## config.mk

```make
export PLATFORM = sky130hd
export DESIGN_NAME = ss_scan_decoder
export DESIGN_NICKNAME = d
export VERILOG_FILES = /design/src/rtl/ss_scan_decoder.sv
export SDC_FILE = /design/constraint.sdc
export NUM_CORES = 1
export LEC_CHECK = 0
export ABC_AREA = 1
export CORE_MARGIN = 8
export CORE_UTILIZATION = 60
export CTS_BUF_LIST = sky130_fd_sc_hd__clkbuf_2 sky130_fd_sc_hd__clkbuf_4 sky130_fd_sc_hd__clkbuf_8
export DETAILED_ROUTE_END_ITERATION = 8
export DONT_BUFFER_PORTS = 1
export GPL_TIMING_DRIVEN = 0
export HOLD_SLACK_MARGIN = 0.12
export PLACE_DENSITY = 0.76
export RECOVER_POWER = 50
export SETUP_SLACK_MARGIN = 0.05
export SLEW_MARGIN = 20
export SYNTH_ARGS = -nofsm -noshare
export SYNTH_HDL_FRONTEND = slang
export SYNTH_SLANG_ARGS = --single-unit
export TNS_END_PERCENT = 100
```

## constraint.sdc

```tcl
create_clock -name CLK100MHZ -period 2.07 [get_ports CLK100MHZ]
set_clock_uncertainty 0.05 [all_clocks]
set_input_delay 0.414 -clock CLK100MHZ [delete_from_list [all_inputs] [get_ports CLK100MHZ]]
set_output_delay 0.414 -clock CLK100MHZ [all_outputs]
set_load 0.01 [all_outputs]
```

## src/rtl/ss_scan_decoder.sv

```systemverilog
// Recovers the four digits shown on a multiplexed active-low seven-segment display.
// Define SS_DEC_TIME_CHECK_EN to enable the HH:MM legality flag on time_err.
module ss_scan_decoder #(
  parameter int unsigned STABLE_CYCLES = 16,
  parameter int unsigned TIMEOUT       = 2000000
) (
  input  logic        CLK100MHZ,
  input  logic        reset_n,
  input  logic [3:0]  AN,
  input  logic [6:0]  SEG,
  output logic [15:0] digits,
  output logic        frame_valid,
  output logic        seg_err,
  output logic        an_err,
  output logic        stale,
  output logic        time_err
);

  localparam int unsigned     TW          = $clog2(TIMEOUT + 1);
  localparam logic [7:0]      STABLE_M1   = 8'(STABLE_CYCLES - 1);
  localparam logic [7:0]      STABLE_SAT  = 8'(STABLE_CYCLES);
  localparam logic [TW-1:0]   TIMEOUT_SAT = TW'(TIMEOUT);
  localparam logic [TW-1:0]   IDLE_ONE    = TW'(1);

  function automatic logic [4:0] seg_decode(input logic [6:0] seg);
    logic [4:0] res;
    case (seg)
      7'h40:   res = 5'h00;
      7'h79:   res = 5'h01;
      7'h24:   res = 5'h02;
      7'h30:   res = 5'h03;
      7'h19:   res = 5'h04;
      7'h12:   res = 5'h05;
      7'h02:   res = 5'h06;
      7'h78:   res = 5'h07;
      7'h00:   res = 5'h08;
      7'h10:   res = 5'h09;
      default: res = 5'h1F;
    endcase
    return res;
  endfunction

  logic [3:0]    an_s1_r, an_s2_r;
  logic [6:0]    seg_s1_r, seg_s2_r;
  logic [7:0]    stable_cnt_r;
  logic [TW-1:0] idle_cnt_r;
  logic [3:0]    mask_r;
  logic [3:0]    slot_r [4];
  logic [15:0]   digits_r;
  logic          frame_valid_r, seg_err_r, an_err_r, stale_r;

  logic          change_s, hit_s, blank_s, one_low_s, complete_s;
  logic [4:0]    dec_s;
  logic [15:0]   frame_s;

  // Qualify the synchronised bus: change detect, one-shot sample strobe, anode class
  always_comb begin
    change_s   = (an_s1_r != an_s2_r) || (seg_s1_r != seg_s2_r);
    hit_s      = !change_s && (stable_cnt_r == STABLE_M1);
    blank_s    = (an_s2_r == 4'b1111);
    case (an_s2_r)
      4'b1110, 4'b1101, 4'b1011, 4'b0111: one_low_s = 1'b1;
      default:                            one_low_s = 1'b0;
    endcase
    complete_s = (mask_r == 4'b1111);
    dec_s      = seg_decode(seg_s2_r);
    frame_s    = {slot_r[3], slot_r[2], slot_r[1], slot_r[0]};
  end

  // Synchronise, time stability, collect slots and publish complete frames
  always_ff @(posedge CLK100MHZ or negedge reset_n) begin
    if (!reset_n) begin
      an_s1_r       <= 4'b0000;
      an_s2_r       <= 4'b0000;
      seg_s1_r      <= 7'h00;
      seg_s2_r      <= 7'h00;
      stable_cnt_r  <= 8'd0;
      idle_cnt_r    <= {TW{1'b0}};
      mask_r        <= 4'b0000;
      for (int i = 0; i < 4; i++) slot_r[i] <= 4'h0;
      digits_r      <= 16'h0000;
      frame_valid_r <= 1'b0;
      seg_err_r     <= 1'b0;
      an_err_r      <= 1'b0;
      stale_r       <= 1'b1;
    end else begin
      an_s1_r  <= AN;
      an_s2_r  <= an_s1_r;
      seg_s1_r <= SEG;
      seg_s2_r <= seg_s1_r;

      if (change_s)
        stable_cnt_r <= 8'd1;
      else if (stable_cnt_r != STABLE_SAT)
        stable_cnt_r <= stable_cnt_r + 8'd1;
      else
        stable_cnt_r <= stable_cnt_r;

      frame_valid_r <= complete_s;
      seg_err_r     <= 1'b0;
      an_err_r      <= 1'b0;
      if (complete_s) digits_r <= frame_s;

      // A sample landing on the completion cycle seeds the next mask
      if (hit_s && one_low_s) begin
        for (int i = 0; i < 4; i++)
          if (!an_s2_r[i]) slot_r[i] <= dec_s[3:0];
        mask_r     <= (complete_s ? 4'b0000 : mask_r) | ~an_s2_r;
        seg_err_r  <= dec_s[4];
        idle_cnt_r <= {TW{1'b0}};
      end else begin
        if (hit_s && !blank_s) begin
          an_err_r <= 1'b1;
          mask_r   <= 4'b0000;
        end else if (complete_s) begin
          mask_r   <= 4'b0000;
        end
        if (idle_cnt_r != TIMEOUT_SAT) idle_cnt_r <= idle_cnt_r + IDLE_ONE;
      end

      if (complete_s)
        stale_r <= 1'b0;
      else if (idle_cnt_r == TIMEOUT_SAT)
        stale_r <= 1'b1;
      else
        stale_r <= stale_r;
    end
  end

  assign digits      = digits_r;
  assign frame_valid = frame_valid_r;
  assign seg_err     = seg_err_r;
  assign an_err      = an_err_r;
  assign stale       = stale_r;

`ifdef SS_DEC_TIME_CHECK_EN
  logic time_err_r;

  function automatic logic time_illegal(input logic [15:0] d);
    return (d[15:12] > 4'd2) || ((d[15:12] == 4'd2) && (d[11:8] > 4'd3)) ||
           (d[11:8] > 4'd9) || (d[7:4] > 4'd5) || (d[3:0] > 4'd9);
  endfunction

  // Legality is refreshed only when a new frame is published
  always_ff @(posedge CLK100MHZ or negedge reset_n) begin
    if (!reset_n)
      time_err_r <= 1'b0;
    else if (complete_s)
      time_err_r <= time_illegal(frame_s);
    else
      time_err_r <= time_err_r;
  end

  assign time_err = time_err_r;
`else
  assign time_err = 1'b0;
`endif

endmodule
```

==> results of run 1 <==
cell families (layout without fill, tap and decap cells):
group / Yosys count / in the layout / synth area share
DFF: 91 / 91 / 0.523
buffers and inverters: 95 / 124 / 0.0870
adders and majority gates: 4 / 4 / 0.0115
and+or+nand+nor: 339 / 339 / 0.335
other: 1 / 1 / 0.000861
AOI/OAI and AO/OA: 20 / 20 / 0.0244
xor gates and xnor gates: 9 / 9 / 0.0181
synth_stat cells, types with 2 or more instances:
master	instances
xor2_1	3
nor3_1	14
buf_6	2
clkbuf_1	4
nand3_1	53
xnor2_1	6
ha_1	4
nand3_2	2
inv_1	79
nand3b_1	2
nor2_4	2
dfrtp_1	90
inv_2	6
a21oi_1	6
nand4_1	12
buf_2	3
o21ai_0	11
nand2_1	205
nor2_1	42
power breakdown:
group	internal (W)	switching (W)
sequential	0.00180	0.0000232
combinational	0.0000445	0.0000649
clock	0.000553	0.000614
total	0.00240	0.000702
registers in the layout, indices dropped and copies added, names as in the netlist, 4 cells and up:
signal,flops
frame_s,16
an_s1_r,4
seg_s1_r,7
seg_s2_r,7
mask_r,4
stable_cnt_r,8
idle_cnt_r,21
an_s2_r,4
digits,16
cell type report:
class | instances | area share
Sequential cell | 91 | 0.474
Multi-Input combinational cell | 373 | 0.355
Inverter | 85 | 0.0664
Timing Repair Buffer | 13 | 0.0261
Clock buffer | 9 | 0.0258
Tap cell | 99 | 0.0258
Clock inverter | 7 | 0.0143
Buffer | 10 | 0.0125
metrics by stage:
stage | hold slack (ns) | power, W | worst slack, ns | cell area, um2 | cells
after CTS | -0.316 | 0.00312 | 0.163 | 4780 | 685
after global placement | 0.0712 | 0.00194 | 0.238 | 4480 | 658
after floorplan | 0.0684 | 0.00193 | 0.483 | 4360 | 559
final | -0.312 | 0.00310 | 0.213 | 4800 | 687
after global routing | -0.331 | 0.00322 | 0.0635 | 4800 | 687
after detailed placement | 0.0711 | 0.00195 | 0.199 | 4480 | 658
critical path, cell delays in order, from the launching register on:
cell and delay (ns):
dfrtp_1 0.44, inv_2 0.12, nand2_1 0.07, nand2_1 0.08, nand3_1 0.13, inv_1 0.09, nand2_1 0.08, nor2_4 0.20
buf_4 0.16, nand4_1 0.17, nand2_1 0.13, nand2_1 0.05
final timing paths:
| path | startpoint | end | cells past startpoint |
|---|---|---|---|
| worst max-delay path | an_s2_r[0] | frame_s[2] | 11 |
| worst min-delay path | reset_n | digits[5] | 0 |
| worst max register to register | an_s2_r[0] | frame_s[2] | 11 |
| worst min register to register | seg_s1_r[6] | seg_s2_r[6] | 0 |
| max in group asynchronous | reset_n | stale | 0 |
| min in group CLK100MHZ | seg_s1_r[6] | seg_s2_r[6] | 0 |
per-layer routing:
metal,GRT usage,share of wire,vias up
li1,-,-,1776
met1,0.223,0.46,1605
met2,0.289,0.47,90
met3,0.0344,0.056,13
met4,0.0664,0.016,0
met5,0,0,-
repair_timing:
action / 4_1_cts / 5_1_grt
resized for setup: 0 / 2
setup buffers: 0 / 2
endpoints found under the setup margin: 0 / 16
endpoints found under the hold margin: 102 / 91
==> impl_results.md, run 1 <==
- Status: finished with violations
- Failing checks: hold timing
- Core footprint: ~7100 um2
- CTS root buf: clkbuf_8
- Gr usage total: 0.175
- Final period util: 0.897
- Peak VDD IR: 373 uV
- Max Fclk: approximately 540 MHz
- Most frequent cells in the layout: 205 x nand2_1, 90 x dfrtp_1, 79 x inv_1
- Post-synthesis sequential area ratio: 0.523
- Crit path arrival time: 2.06 ns
- Synth Flop Type: dfrtp_1
- DR DRC count: 0
- Clk Latency, worst-skew pair: between 0.3 and 0.4 ns
- Largest net degree at the start of global routing: 92
- Synth Register Bits: 91
- Share of cells above drive strength 1: 0.0731
- EDFF count, synth: 0
- Area of the multi-input gates: ~1700 um2
- Post-detailed-placement half-perimeter wirelength: 6150 um
- Crit Path Max Fanout: 6
- RSZ-0062 raised after global routing: false
- Number of DRC markers in iteration 0: 220
- Utilization after layout: 0.673
- CTS Sinks: slightly above 90
- Sequential cell area: 2280 um2
- Chip Height: 101 um
- First-pass GRT wire length: approximately 14000 um
- Synth area leader: dfrtp_1
- Mapped Cells: 559
- Mapped Nets: 576
- Vias in the first global route: 3326
- Area contributors post-synth: dfrtp_1 52%, nand2_1 18%, inv_1 6.8%, nand3_1 6.1%, nor2_1 3.6%
- Yosys top cell area share: 0.517
- Ys Warns: 0
- I/O Pins: 34
- H-tree depth: 3
- Grt total ovfl: 0
- Vias per cell: slightly above 5
- Vias: between 3000 and 4000
- Final nets: 600
- Fillcell total: between 600 and 700
- Leakage: ~2.6 nW
- Pre-Repair DR Iteration Count: 5
- Most common cell after layout, fill and taps aside: nand2_1
- CTS tree: yes
- Ys async rst share: 1.00
- Nature of the critical path endpoint: flop
- Library cells used by synthesis: 32
- PwrDens: 645 nW/um2
- Hold Slack: -0.312 ns
- Final Hold Fails: 91
- Hold-fix buffers at CTS: 11
- Routability Congestion: 0.874
- Chip Width: 101 um
- Clock transition at path regs: 0.09 ns
- DRT antenna net count: 0
- Reg-to-reg setup timing slack: 0.21 ns
- CTS Buffer Depth: 2
- Routed WL: roughly 8500 um
- Startpoint Class: flop
- Initial antenna violation count: 0
- Max-cap violations: 0
- Max-slew violation count: 0
- Finish-stage setup viols: 0
- Minimum clock period after layout: 1.86 ns
- Antenna diode instance count: 0
- DR WL/cell: 12.4 um
- Hold Path Class: primary input to async pin
- # rows: 31
- CTS buffer count: 9
- Kind of critical path: flop to flop
- Critical path required time: 2.28 ns
- Post-Route Setup TNS: 0 ns
- Synthesized area: 4360 um2
- Initial Util: 0.610
- Number of port buffers: 0
- Syn Area/Cell: 7.79 um2
- Die area: between 10000 and 15000 um2
- Layout area overhead: 10.3%
Power figures use the tool's default switching activity.
==> inputs of run 2 (changes only) <==
CORE_UTILIZATION = 65   (was 60)
CTS_CLUSTER_SIZE = 12   (was unset)
PLACE_DENSITY = 0.81   (was 0.76)
==> run 2 against run 1 <==
Net effect:
- the flow still finishes with violations (hold timing)
- cell area fell by 1.1%
- register-to-register slack lost 0.05 ns
- clock-buffer cell count up 3
- routed wire length down 0.61%
- power down 3.2%
- largest cell class unchanged
- critical path type unchanged
- clock power decreased by 9%
- critical path depth did not move
- worst setup slack worse by 0.049 ns
- die area down 6.5%
- combinational power about the same
==> impl_results.md, run 2 (synthesis gave the netlist of run 1 again) <==
- Clock Power Share: 0.357
- DR WL/cell: 12.7 um
- Most common cell after layout, fill and taps aside: nand2_1
- Final period util: 0.921
- Register bank with the most flops: idle_cnt_r
- Share of cells above drive strength 1: 0.0667
- First-pass GRT wire length: between 10000 and 15000 um
- Hold Slack: -0.305 ns
- CTS Buffer Depth: 2
- CTS Sinks: 91
- Die area: 9580 um2
- Max-slew violation count: 0
- Minimum clock period after layout: 1.91 ns
- Number of port buffers: 0
- Number of DRC markers in iteration 0: between 150 and 200
- Core footprint: 6640 um2
- Hold-fix buffers at CTS: 11
- Crit path arrival time: 2.10 ns
- I/O Pins: 34
- RSZ-0062 raised after global routing: false
- Clk Latency, worst-skew pair: 0.35 ns
- Cell Int Power: around 0.0023 W
- Most frequent cells in the layout: 205 x nand2_1, 90 x dfrtp_1, 79 x inv_1
- Largest net degree at the start of global routing: 92
- Worst-case reg-to-reg path depth: 11
- PwrDens: 632 nW/um2
- Final Hold Fails: 91
- Leakage: approximately 2.6 nW
- DR DRC count: 0
- Startpoint Class: flop
- Final nets: about 600
- Worst r2r src: seg_s2_r[4]
- Initial antenna violation count: 0
- Logic pwr share: 0.036
- Overall Power: 0.00300 W
- Pre-Repair DR Iteration Count: 4
- Area of the multi-input gates: 1700 um2
- Chip Height: 97.9 um
- Failing checks: hold timing
- CTS root buf: clkbuf_8
- Routed WL: 8440 um
- Seq pwr share: 0.607
- Max-cap violations: 0
- Worst slew pin tran: 0.511 ns
- Reg-to-reg setup timing slack: 0.16 ns
- Setup crit end: idle_cnt_r[17]
- CTS tree: yes
- Crit Path Max Fanout: 10
- Clock transition at path regs: 0.08 ns
- Chip Width: 97.9 um
- # rows: 30
- DRT antenna net count: 0
- Psw: approximately 0.00066 W
- Kind of critical path: flop to flop
- Gr usage total: 0.189
- CTS buffer count: 9
- Peak VDD IR: 397 uV
- Vias in the first global route: 3399
- Post-route design area: 4750 um2
- H-tree depth: 3
- Sw frac: 0.219
- Initial Util: 0.656
- Crit Reg-Reg Endpoint: idle_cnt_r[17]
- Nature of the critical path endpoint: flop
- Critical path required time: 2.27 ns
- Vias per cell: 5.29
- Antenna diode instance count: 0
- Sequential cell area: between 2000 and 2500 um2
- Vias: 3517
- Crit path from: seg_s2_r[4]
- Max Fclk: 525 MHz
- Finish-stage setup viols: 0
- Status: finished with violations
- Fillcell total: roughly 500
- Slew headroom: 0.659
- Layout area overhead: 8.99%
- Largest register FFs: 21
- Post-detailed-placement half-perimeter wirelength: 6060 um
- Routability Congestion: 0.914
- Grt total ovfl: 0
- Area after DPL: 4460 um2
- Post-Route Setup TNS: 0 ns
- Hold Path Class: primary input to async pin
==> run 2: power by group through the flow <==
stage	logic [W]	clock network, W	registers (W)
6_report	0.000108	0.00107	0.00182
5_1_grt	0.000123	0.00115	0.00182
4_1_cts	0.000108	0.00109	0.00182
3_5_place_dp	0.0000915	0	0.00186
3_3_place_gp	0.0000866	0	0.00186
2_1_floorplan	0.0000751	0	0.00185
==> run 2: area by class of cell <==
| cell class | count | area share |
|---|---|---|
| sequential | 91 | 0.480 |
| multi-input combinational | 373 | 0.358 |
| inverter | 85 | 0.0672 |
| clock buffer | 12 | 0.0335 |
| timing repair buffer | 12 | 0.0248 |
| tap | 80 | 0.0211 |
| buffer | 10 | 0.0127 |
| clock inverter | 2 | 0.00264 |
==> run 2: routing by layer <==
metal | up-vias | share of wire | global-route usage
li1 | 1774 | - | -
met1 | 1634 | 0.45 | 0.228
met2 | 95 | 0.47 | 0.312
met3 | 14 | 0.057 | 0.0420
met4 | 0 | 0.018 | 0.0971
met5 | - | 0 | 0
==> run 2: repair_timing <==
action	CTS	global route
setup endpoints to repair	0	3
endpoints found under the hold margin	102	91
setup buffers	0	1
gates resized for setup	0	1
==> run 2: worst min path at each step <==
| stage | startpoint | to | slack [ns] | cells after the start |
|---|---|---|---|---|
| 2_1_floorplan | reset_n | an_err | 0.07 | 0 |
| 3_3_place_gp | reset_n | digits[7] | 0.07 | 0 |
| 3_5_place_dp | reset_n | digits[7] | 0.07 | 0 |
| 4_1_cts | reset_n | idle_cnt_r[2] | -0.32 | 0 |
| 5_1_grt | reset_n | digits[5] | -0.33 | 0 |
| 6_report | reset_n | digits[2] | -0.30 | 0 |
==> run 2: per-stage QoR <==
step / utilization / instances / setup WS, ns / hold slack [ns]
global placement: 0.671 / 639 / 0.239 / 0.0708
global route: 0.715 / 665 / 0.0550 / -0.330
finish: 0.715 / 665 / 0.164 / -0.305
floorplan: - / 559 / 0.483 / 0.0684
CTS: 0.713 / 664 / 0.168 / -0.323
detailed placement: 0.671 / 639 / 0.183 / 0.0709
==> run 2: critical path: stages, from the launching register on <==
cell and delay, ns:
dfrtp_1 0.44, inv_2 0.12, nand2_1 0.06, nand2_1 0.08, nand2_1 0.06, nor2_1 0.15
nand2_1 0.11, nor2_4 0.23, nand3_2 0.13, buf_2 0.22, nand3b_1 0.11, inv_1 0.04
